<file path="config.mk">
export PLATFORM = sky130hd
export DESIGN_NAME = fetch_branch_unit
export DESIGN_NICKNAME = d
export VERILOG_FILES = /design/src/rtl/fetch_branch_unit.sv
export SDC_FILE = /design/constraint.sdc
export NUM_CORES = 1
export LEC_CHECK = 0
export ABC_AREA = 1
export CORE_ASPECT_RATIO = 0.75
export CORE_MARGIN = 10
export CORE_UTILIZATION = 38
export DETAILED_ROUTE_END_ITERATION = 7
export PLACE_DENSITY = 0.66
export SLEW_MARGIN = 10
export SYNTH_ARGS = -nofsm -noshare
export SYNTH_HDL_FRONTEND = slang
export SYNTH_SLANG_ARGS = --single-unit
</file>
<file path="constraint.sdc">
create_clock -name clk -period 3.8 [get_ports clk]
set_clock_uncertainty 0.2 [all_clocks]
set_input_delay 0.38 -clock clk [delete_from_list [all_inputs] [get_ports clk]]
set_output_delay 0.38 -clock clk [all_outputs]
set_load 0.005 [all_outputs]
</file>
<file path="src/rtl/fetch_branch_unit.sv">
// ----------------------------------------------------------------------------
// fetch_branch_unit
//
// Front end of the 32-bit RISC core. This block owns the program counter. It
// fetches one instruction at a time from instruction memory over a req/ack
// handshake and holds that word for the decoder. When execute reports
// completion, it picks the next PC from the decoder's branch controls and
// the architectural E/GT flags. The E/GT flags are also held here and are
// written by cmp.
//
// Per-instruction flow:
//   IDLE  --run-->  FETCH  --ack-->  ISSUE  --exec_done-->  FETCH / IDLE
//                     |
//                     +--no ack for TIMEOUT cycles-->  ERR (left only by reset)
//
// Parameters
//   RESET_PC  PC loaded on reset
//   TIMEOUT   FETCH cycles without an ack before a fetch error (>= 1)
//
// Ports
//   clk, reset              clock; asynchronous active-high reset
//   run                     allows new fetches (sampled in IDLE and at exec_done)
//   imem_req/addr           fetch request and address (= pc), held until ack
//   imem_ack/rdata          one-cycle ack; the instruction word is valid with it
//   inst, opcode, i_bit     latched instruction and the fields the decoder uses
//   inst_valid              an instruction is held and is waiting for execute
//   exec_done               one-cycle pulse: execute of the held inst is done
//   isbeq/isbgt/isubranch/isret, ret_addr   branch controls for the held inst
//   flag_wr, flag_e_in, flag_gt_in          cmp results, qualified by exec_done
//   flag_e, flag_gt         architectural flags
//   pc, instr_count         current PC and retired-instruction count
//   fetch_err               sticky fetch-timeout error
// ----------------------------------------------------------------------------
module fetch_branch_unit #(
  parameter logic [31:0] RESET_PC = 32'h0000_0000,
  parameter int          TIMEOUT  = 16
) (
  input  logic        clk,
  input  logic        reset,
  input  logic        run,
  output logic        imem_req,
  output logic [31:0] imem_addr,
  input  logic        imem_ack,
  input  logic [31:0] imem_rdata,
  output logic [31:0] inst,
  output logic [4:0]  opcode,
  output logic        i_bit,
  output logic        inst_valid,
  input  logic        exec_done,
  input  logic        isbeq,
  input  logic        isbgt,
  input  logic        isubranch,
  input  logic        isret,
  input  logic [31:0] ret_addr,
  input  logic        flag_wr,
  input  logic        flag_e_in,
  input  logic        flag_gt_in,
  output logic        flag_e,
  output logic        flag_gt,
  output logic [31:0] pc,
  output logic [31:0] instr_count,
  output logic        fetch_err
);

  typedef enum logic [1:0] {
    S_IDLE  = 2'd0,
    S_FETCH = 2'd1,
    S_ISSUE = 2'd2,
    S_ERR   = 2'd3
  } state_t;

  // The wait counter only has to reach TIMEOUT-1. A FETCH cycle that starts
  // with that count and still has no ack is the last one allowed.
  localparam int            CW       = (TIMEOUT > 1) ? $clog2(TIMEOUT) : 1;
  localparam logic [CW-1:0] CNT_LAST = CW'(TIMEOUT - 1);

  state_t        state_q,  state_d;
  logic [31:0]   pc_q,     pc_d;
  logic [31:0]   inst_q,   inst_d;
  logic [CW-1:0] cnt_q,    cnt_d;
  logic          flag_e_q, flag_e_d;
  logic          flag_gt_q, flag_gt_d;
  logic [31:0]   count_q,  count_d;
  logic          err_q,    err_d;

  // --------------------------------------------------------------------------
  // Next-PC selection. This only matters in the exec_done cycle. It uses the
  // registered flags, so a cmp that retires together with a branch does not
  // affect that branch.
  // --------------------------------------------------------------------------
  logic [31:0] br_offset;
  logic [31:0] br_target;
  logic [31:0] seq_pc;
  logic [31:0] ret_target;
  logic        br_taken;
  logic [31:0] next_pc;

  // inst[26:0] is a signed word offset. It is sign-extended and scaled to bytes.
  assign br_offset  = {{3{inst_q[26]}}, inst_q[26:0], 2'b00};
  assign br_target  = pc_q + br_offset;
  assign seq_pc     = pc_q + 32'd4;
  // Returns always land on a word boundary.
  assign ret_target = ret_addr & 32'hFFFF_FFFC;
  assign br_taken   = isubranch | (isbeq & flag_e_q) | (isbgt & flag_gt_q);

  always_comb begin
    if (isret) begin
      next_pc = ret_target;
    end else if (br_taken) begin
      next_pc = br_target;
    end else begin
      next_pc = seq_pc;
    end
  end

  // --------------------------------------------------------------------------
  // Next-state and datapath update
  // --------------------------------------------------------------------------
  always_comb begin
    // NOTE: every signal written here gets a default first. This keeps the
    // block purely combinational on every path, so no latch is inferred.
    state_d   = state_q;
    pc_d      = pc_q;
    inst_d    = inst_q;
    cnt_d     = cnt_q;
    flag_e_d  = flag_e_q;
    flag_gt_d = flag_gt_q;
    count_d   = count_q;
    err_d     = err_q;

    unique case (state_q)
      S_IDLE: begin
        if (run) begin
          state_d = S_FETCH;
          cnt_d   = '0;
        end
      end

      S_FETCH: begin
        // An ack in the last allowed cycle still counts, because it is
        // checked before the timeout.
        if (imem_ack) begin
          inst_d  = imem_rdata;
          state_d = S_ISSUE;
        end else if (cnt_q == CNT_LAST) begin
          state_d = S_ERR;
          err_d   = 1'b1;
        end else begin
          cnt_d = cnt_q + CW'(1);
        end
      end

      S_ISSUE: begin
        if (exec_done) begin
          pc_d    = next_pc;
          count_d = count_q + 32'd1;
          if (flag_wr) begin
            flag_e_d  = flag_e_in;
            flag_gt_d = flag_gt_in;
          end
          if (run) begin
            state_d = S_FETCH;
            cnt_d   = '0;
          end else begin
            state_d = S_IDLE;
          end
        end
      end

      S_ERR: begin
        // Nothing changes here. Only reset leaves this state.
      end

      default: begin
        state_d = S_IDLE;
      end
    endcase
  end

  // --------------------------------------------------------------------------
  // State registers
  // --------------------------------------------------------------------------
  // NOTE: sequential state uses non-blocking assignments. Every register then
  // samples the values from before the clock edge, whatever order the
  // statements are written in.
  always_ff @(posedge clk or posedge reset) begin
    if (reset) begin
      state_q   <= S_IDLE;
      pc_q      <= RESET_PC;
      inst_q    <= '0;
      cnt_q     <= '0;
      flag_e_q  <= 1'b0;
      flag_gt_q <= 1'b0;
      count_q   <= '0;
      err_q     <= 1'b0;
    end else begin
      state_q   <= state_d;
      pc_q      <= pc_d;
      inst_q    <= inst_d;
      cnt_q     <= cnt_d;
      flag_e_q  <= flag_e_d;
      flag_gt_q <= flag_gt_d;
      count_q   <= count_d;
      err_q     <= err_d;
    end
  end

  // --------------------------------------------------------------------------
  // Outputs. These are taken straight from registers or registered state, so
  // the request and valid signals never glitch with the inputs.
  // --------------------------------------------------------------------------
  assign imem_req    = (state_q == S_FETCH);
  assign imem_addr   = pc_q;
  assign inst        = inst_q;
  assign opcode      = inst_q[31:27];
  assign i_bit       = inst_q[26];
  assign inst_valid  = (state_q == S_ISSUE);
  assign flag_e      = flag_e_q;
  assign flag_gt     = flag_gt_q;
  assign pc          = pc_q;
  assign instr_count = count_q;
  assign fetch_err   = err_q;

endmodule

</file>
==> impl_results.md, run 1 <==
- Synth area leaders: dfrtp_1 (35%), nand2_1 (21%), inv_1 (7.6%)
- TNS Setup: 0 ns
- Top-count cell post-synth: nand2_1
- Outcome: finished, final reports clean
- Final core occ: 0.522
- Vias per cell: 4.73
- Syn. warnings: 0
- Crit Path Class: in2reg
- Min-delay worst type: reg2reg
- Clock buffer count from CTS: 9
- WL per Instance: 15.9 um
- CP arrival: 3.08 ns
- Post-route DRC: 0
- Initial antenna violation count: 0
- Max_slew headroom: 0.529
- Top fanout value on the critical path: 24
- Root buf cell: clkbuf_16
- Worst-path clk slew: 0.08 ns
- Final worst setup slack: 0.773 ns
- Pre-CTS WS: 0.474 ns
- Final instance area: 0.00977 mm^2
- Die Y: 140 um
- Hold Vio Cnt, Final: 0
- Detailed router's first-iteration violation count: 496
- Reg2Reg Depth: 16
- Clock Latency Late Sink: 0.36 ns
- Global Route Usage Sum: 0.188
- Critical path required time: 3.85 ns
- Routability cong.: 0.924
- Die W: 181 um
- # fillers: 1910
- Reg2reg start: flag_e
- Synth cell types: 39
- Max Cap Viol: 0
- CP Capture Type: flop
- LEAKAGE: 5.22 nW
- #FFs+latches synth: 103
- Diode count: 0
- First-pass GRT wire length: 38.7 mm
- Worst Hold Path EP: fetch_err
- Die area: 0.0254 mm^2
- Slew Viols, Final: 0
- Finish-stage setup viols: 0
- Synth Flop Type: dfrtp_1
- Crit path launch type: primary input
- Starting Density: 0.392
- Post-synth top cells: nand2_1 (412), inv_1 (149), nor2_1 (106), dfrtp_1 (103), nand3_1 (60)
- Layout cell share with drive strength beyond 1: 0.0346
- Drt pass-1 iters: 5
- Max Freq: 0.330 GHz
- Worst-margin pin slew: 0.703 ns
- Hold_buf cts: 0
- # rows: 43
- CTS tree: done
- Gate Count Post-Synth: 1098
- H-tree depth: 3
- Area Growth Syn to Fin: 32.9%
- Clk buf depth: 2
- DRT Wirelength: 24.2 mm
- Post-DP HPWL: 19.6 mm
- PwrDens: 721 mW/mm^2
- RR Endpoint: imem_addr[22]
- Placed cell area: 0.00944 mm^2
- Post-CTS Setup Inserts: 0
- # nets final: 1380
- Post-layout min period: 3.03 ns
- Cell taking the most area after synthesis: dfrtp_1
- VDD IR-drop max: 0.385 mV
- Synth Area per Inst: 6.69 um^2
- # IOs: 215
- Internal reg-to-reg setup slack: 0.80 ns
- Vias in the first global route: 6858
- Register area share after synthesis: 0.351
- Worst hold path startpoint: fetch_err
- Routed vias: 7183
- Top cell type's share of synthesized area: 0.351
- Hold Path Cell Cnt: 1
- Crit share post-route: 0.797
- CTS sink cnt: 103
- Async SR Flop Fraction: 1.00
- Post-synth EDFFs: 0
- # resized after CTS: 0
- RSZ-0062 raised after global routing: false
- PortBufs: 208
- Congestion Overflow GR: 0
- Final antenna-violating net count: 0
- Cell Area, Synth: 0.00735 mm^2
- Core Region: 0.0187 mm^2
- Largest net degree at the start of global routing: 54
## critical path, cell delays in order
cell	delay, ns
clkdlybuf4s50_1	0.40
a21oi_1	0.15
nand2_1	0.13
buf_4	0.24
nand2_1	0.10
inv_1	0.05
ha_1	0.33
nand2_1	0.15
inv_1	0.06
a21oi_1	0.30
nand3_1	0.29
nand3_1	0.19
nand2_1	0.07
nand2_1	0.05
nand3_1	0.06
nand2_1	0.08
nand2_1	0.04
## worst max-delay path by stage
stage          startpoint             to  slack (ns)
4_1_cts             isbeq  imem_addr[20]        0.85
6_report            isbeq  imem_addr[22]        0.77
3_3_place_gp        isbeq  imem_addr[20]        0.50
3_5_place_dp        isbeq  imem_addr[20]        0.47
2_1_floorplan       reset       cnt_q[0]        0.52
5_1_grt             isbeq  imem_addr[18]        0.55
## per-layer routing
metal  global-route usage  part of all wire  wire, um
met3               0.0595             0.085      2060
met1                0.277              0.51     12300
met4               0.0323            0.0076       183
met5                    0                 0         0
met2                0.262              0.40      9600
## power breakdown
| group | total [mW] | internal [mW] | switching [mW] |
|---|---|---|---|
| logic | 4.12 | 1.89 | 2.23 |
| clock network | 1.03 | 0.587 | 0.447 |
| registers | 1.88 | 1.46 | 0.421 |
## final cells by class
cell class                 instances  area [um^2]  share of cell area
clock inverter                     6          103              0.0105
timing repair buffer             217         2150               0.220
clock buffer                       9          225              0.0231
tap                              247          309              0.0316
multi-input combinational        785         3830               0.392
sequential                       103         2580               0.264
inverter                         152          573              0.0587
## cell families (layout without fill, tap and decap cells)
kind of cell	Yosys count	in the layout	synth area share
other	1	4	0.000510
flip-flops	103	103	0.351
AND/OR/NAND/NOR	621	621	0.347
buffers and inverters	213	384	0.130
multiplexers	2	2	0.00306
XOR/XNOR	39	39	0.0465
adder cells (fa/ha/maj)	36	36	0.0623
AO/OA/AOI/OAI	83	83	0.0603
## registers in the layout, indices dropped and copies added, names as in the netlist
name         flops
state_q          2
inst            32
imem_addr       30
flag_gt          1
flag_e           1
fetch_err        1
cnt_q            4
instr_count     32
## metrics by stage
step | std cells | total power, mW | hold slack, ns
after global routing | 1519 | 7.71 | 0.291
after floorplan | 1101 | 4.30 | 0.251
after global placement | 1504 | 5.95 | 0.246
after detailed placement | 1504 | 6.02 | 0.247
final | 1519 | 7.04 | 0.264
after CTS | 1519 | 7.10 | 0.271
## cell usage in the layout (no fill, tap or decap), types with 3 or more instances in the layout
cell type / count
inv_6: 3
clkdlybuf4s50_1: 208
o211ai_1: 3
xor2_1: 25
nor3_1: 12
xnor2_1: 14
nand3_1: 60
clkbuf_16: 9
nand2_1: 412
nand3_2: 3
nor2_1: 106
buf_4: 9
o21ai_0: 24
a21oi_1: 48
conb_1: 4
o21bai_1: 4
inv_1: 148
dfrtp_1: 103
ha_1: 35
nand2_2: 3
nand4_1: 12
(Power assumes the default switching activity.)
==> run 2: changes to the inputs <==
PLACE_DENSITY = 0.69   (was 0.66)
clock period = 2.46 ns   (was 3.8 ns; I/O delays follow)
==> run 2 against run 1 <==
The run now ends with setup timing left. Clock-buffer cell count rose by 1. Clock power up 50%. Combinational power up 120%. Register-to-register slack worse by 0.92 ns. Die area unchanged. Worst hold slack worse by 0.17 ns. First-iteration DRC count rose by 38%. Core utilization is 7.4 points higher. Critical endpoint is now imem_addr[29].
==> impl_results.md, run 2 (synthesized netlist as in run 1, its figures left out) <==
- Pre-CTS WS: -0.615 ns (was 0.474 ns)
- Reg2Reg Depth: 17 (was 16)
- Psw: 6.02 mW (was 3.10 mW)
- Max Freq: 0.388 GHz
- Detailed router's first-iteration violation count: 685 (was 496)
- Drt pass-1 iters: 5 (unchanged)
- Initial antenna violation count: 0 (unchanged)
- Global Route Usage Sum: 0.204 (was 0.188)
- Routability cong.: 0.941 (was 0.924)
- CTS tree: done (unchanged)
- TNS Setup: -0.783 ns (was 0 ns)
- Max_slew headroom: 0.614 (was 0.529)
- Min-delay worst type: in2async (was reg2reg)
- Final antenna-violating net count: 0 (unchanged)
- Slew Viols, Final: 0 (unchanged)
- VDD IR-drop max: 0.548 mV (was 0.385 mV)
- Critical path, cell by cell: a21oi_2, nand2_2, buf_12, buf_12, nand2_2, inv_1, ha_4, nand2_2, nor2_1, buf_4, nand2_1, nor2_1, nand2_1, nand3_1, nand3_1, nand2_1, nand2_1 (was clkdlybuf4s50_1, a21oi_1, nand2_1, buf_4, nand2_1, inv_1, ha_1, nand2_1, inv_1, a21oi_1, nand3_1, nand3_1, nand2_1, nand2_1, nand3_1, nand2_1, nand2_1)
- Layout cell share with drive strength beyond 1: 0.206 (was 0.0346)
- Die Y: 140 um (unchanged)
- Top fanout value on the critical path: 15 (was 24)
- Post-DP HPWL: 20.7 mm (was 19.6 mm)
- Clock buffer count from CTS: 9 (unchanged)
- Net Sw Frac: 0.442 (was 0.440)
- CTS sink cnt: 103 (unchanged)
- Clock Latency Late Sink: 0.36 ns (about the same)
- Post-layout min period: 2.58 ns
- CP dominant cell by count: nand2_1 (unchanged)
- Max Cap Viol: 0 (unchanged)
- Diode count: 0 (unchanged)
- Worst-path clk slew: 0.08 ns (about the same)
- Int Pwr: 7.61 mW (was 3.94 mW)
- Core Region: 0.0187 mm^2 (unchanged)
- Failing checks: setup timing
- H-tree depth: 3 (unchanged)
- Vias per cell: 4.81 (was 4.73)
- Clock power share: 0.114 (was 0.147)
- Post-route DRC: 0 (unchanged)
- CP peak stage delay: 0.40 ns (about the same)
- Crit share post-route: 1.05
- Hold Vio Cnt, Final: 0 (unchanged)
- DRT Wirelength: 26.7 mm (was 24.2 mm)
- Finish-stage setup viols: 13 (was 0)
- Crit Path Class: reg2reg (was in2reg)
- RSZ-0062 raised after global routing: true (was false)
- # IOs: 215 (unchanged)
- Most frequent cells in the layout: nand2_1 (351), clkdlybuf4s50_1 (208), inv_1 (126) (was nand2_1 (412), clkdlybuf4s50_1 (208), inv_1 (148))
- Congestion Overflow GR: 0 (unchanged)
- Routed vias: 7626 (was 7183)
- CP arrival: 2.63 ns (was 3.08 ns)
- Clk buf depth: 2 (unchanged)
- PwrDens: 1220 mW/mm^2 (was 721 mW/mm^2)
- PortBufs: 208 (unchanged)
- Die area: 0.0254 mm^2 (unchanged)
- Largest net degree at the start of global routing: 44 (was 54)
- # rows: 43 (unchanged)
- # nets final: 1444 (was 1380)
- First-pass GRT wire length: 41.9 mm (was 38.7 mm)
- Die W: 181 um (unchanged)
- Outcome: complete, but fails checks (was finished, final reports clean)
- Worst-margin pin slew: 0.577 ns (was 0.703 ns)
- CP Capture Type: flop (unchanged)
- WL per Instance: 16.9 um (was 15.9 um)
- # fillers: 1772 (was 1910)
- Logic pwr share: 0.665 (was 0.585)
- Crit path launch type: flop (was primary input)
- Area Growth Syn to Fin: 51.7% (was 32.9%)
- CP max stage cell: dfrtp_1 (was clkdlybuf4s50_1)
- Hold_buf cts: 0 (unchanged)
- Starting Density: 0.392 (unchanged)
- Most common cell after layout, fill and taps aside: nand2_1 (unchanged)
- Critical path required time: 2.52 ns (was 3.85 ns)
- Sequential share of power: 0.221 (was 0.268)
- LEAKAGE: 5.65 nW (was 5.22 nW)
- Root buf cell: clkbuf_16 (unchanged)
- Vias in the first global route: 7400 (was 6858)
- Final worst setup slack: -0.116 ns (was 0.773 ns)
run 2: cell types whose count changed in the layout (fill, tap and decap cells not counted), sizes merged:
cell      before  now
buf            9   73
bufinv         2    1
clkbuf         9   10
clkinvlp       0    1
run 2: metal layers:
layer / vias up / wire, um / GRT usage
met4: 0 / 212 / 0.0314
met3: 16 / 2260 / 0.0607
met5: - / 0 / 0
met2: 262 / 11300 / 0.298
li1: 3811 / - / -
met1: 3537 / 12900 / 0.292
run 2: path summary, 6_finish.rpt:
| kind | endpoint | slack, ns | from |
|---|---|---|---|
| max | imem_addr[29] | -0.12 | flag_e |
| min | imem_addr[22] | 0.09 | reset |
| max reg2reg | imem_addr[29] | -0.12 | flag_e |
| min reg2reg | fetch_err | 0.27 | fetch_err |
| max in group asynchronous | inst[23] | 1.37 | reset |
| min in group clk | inst[31] | 0.21 | imem_rdata[31] |
run 2: cell type report:
cell class,count,area [um^2],area share
timing repair buffer,281,2700,0.242
multi-input combinational,785,4670,0.419
tap,247,309,0.0277
inverter,152,574,0.0515
sequential,103,2580,0.231
clock inverter,6,86.3,0.00774
clock buffer,10,229,0.0205
run 2: timing repair:
item / CTS / global route
gates resized for setup: 137 / 75
pin swaps: 11 / 12
setup endpoints to repair: 24 / 26
setup buffers: 3 / 0
run 2: through the flow:
step | instances | power [mW] | hold WS (ns) | utilization | area [um^2]
after floorplan | 1101 | 6.65 | 0.156 | - | 7370
after CTS | 1584 | 13.1 | 0.0998 | 0.583 | 10900
final | 1584 | 13.6 | 0.0897 | 0.596 | 11200
after detailed placement | 1565 | 10.2 | 0.247 | 0.531 | 9950
after global routing | 1584 | 14.7 | 0.122 | 0.596 | 11200
after global placement | 1565 | 10.1 | 0.245 | 0.531 | 9950
run 2: critical path: cells and delay by family (launching register included):
kind / cells / cell delay (ns)
fa+ha+maj: 1 / 0.31
compound gates: 1 / 0.13
buf+inv: 4 / 0.51
simple gates: 11 / 0.91
flops: 1 / 0.40
run 2: power by group through the flow:
stage / Clock, mW / Sequential, mW / Combinational (mW)
detailed placement: 0 / 2.92 / 7.31
floorplan: 0 / 2.80 / 3.85
CTS: 1.59 / 3.01 / 8.49
global route: 1.65 / 3.12 / 9.92
finish: 1.55 / 3.01 / 9.06
global placement: 0 / 2.91 / 7.24
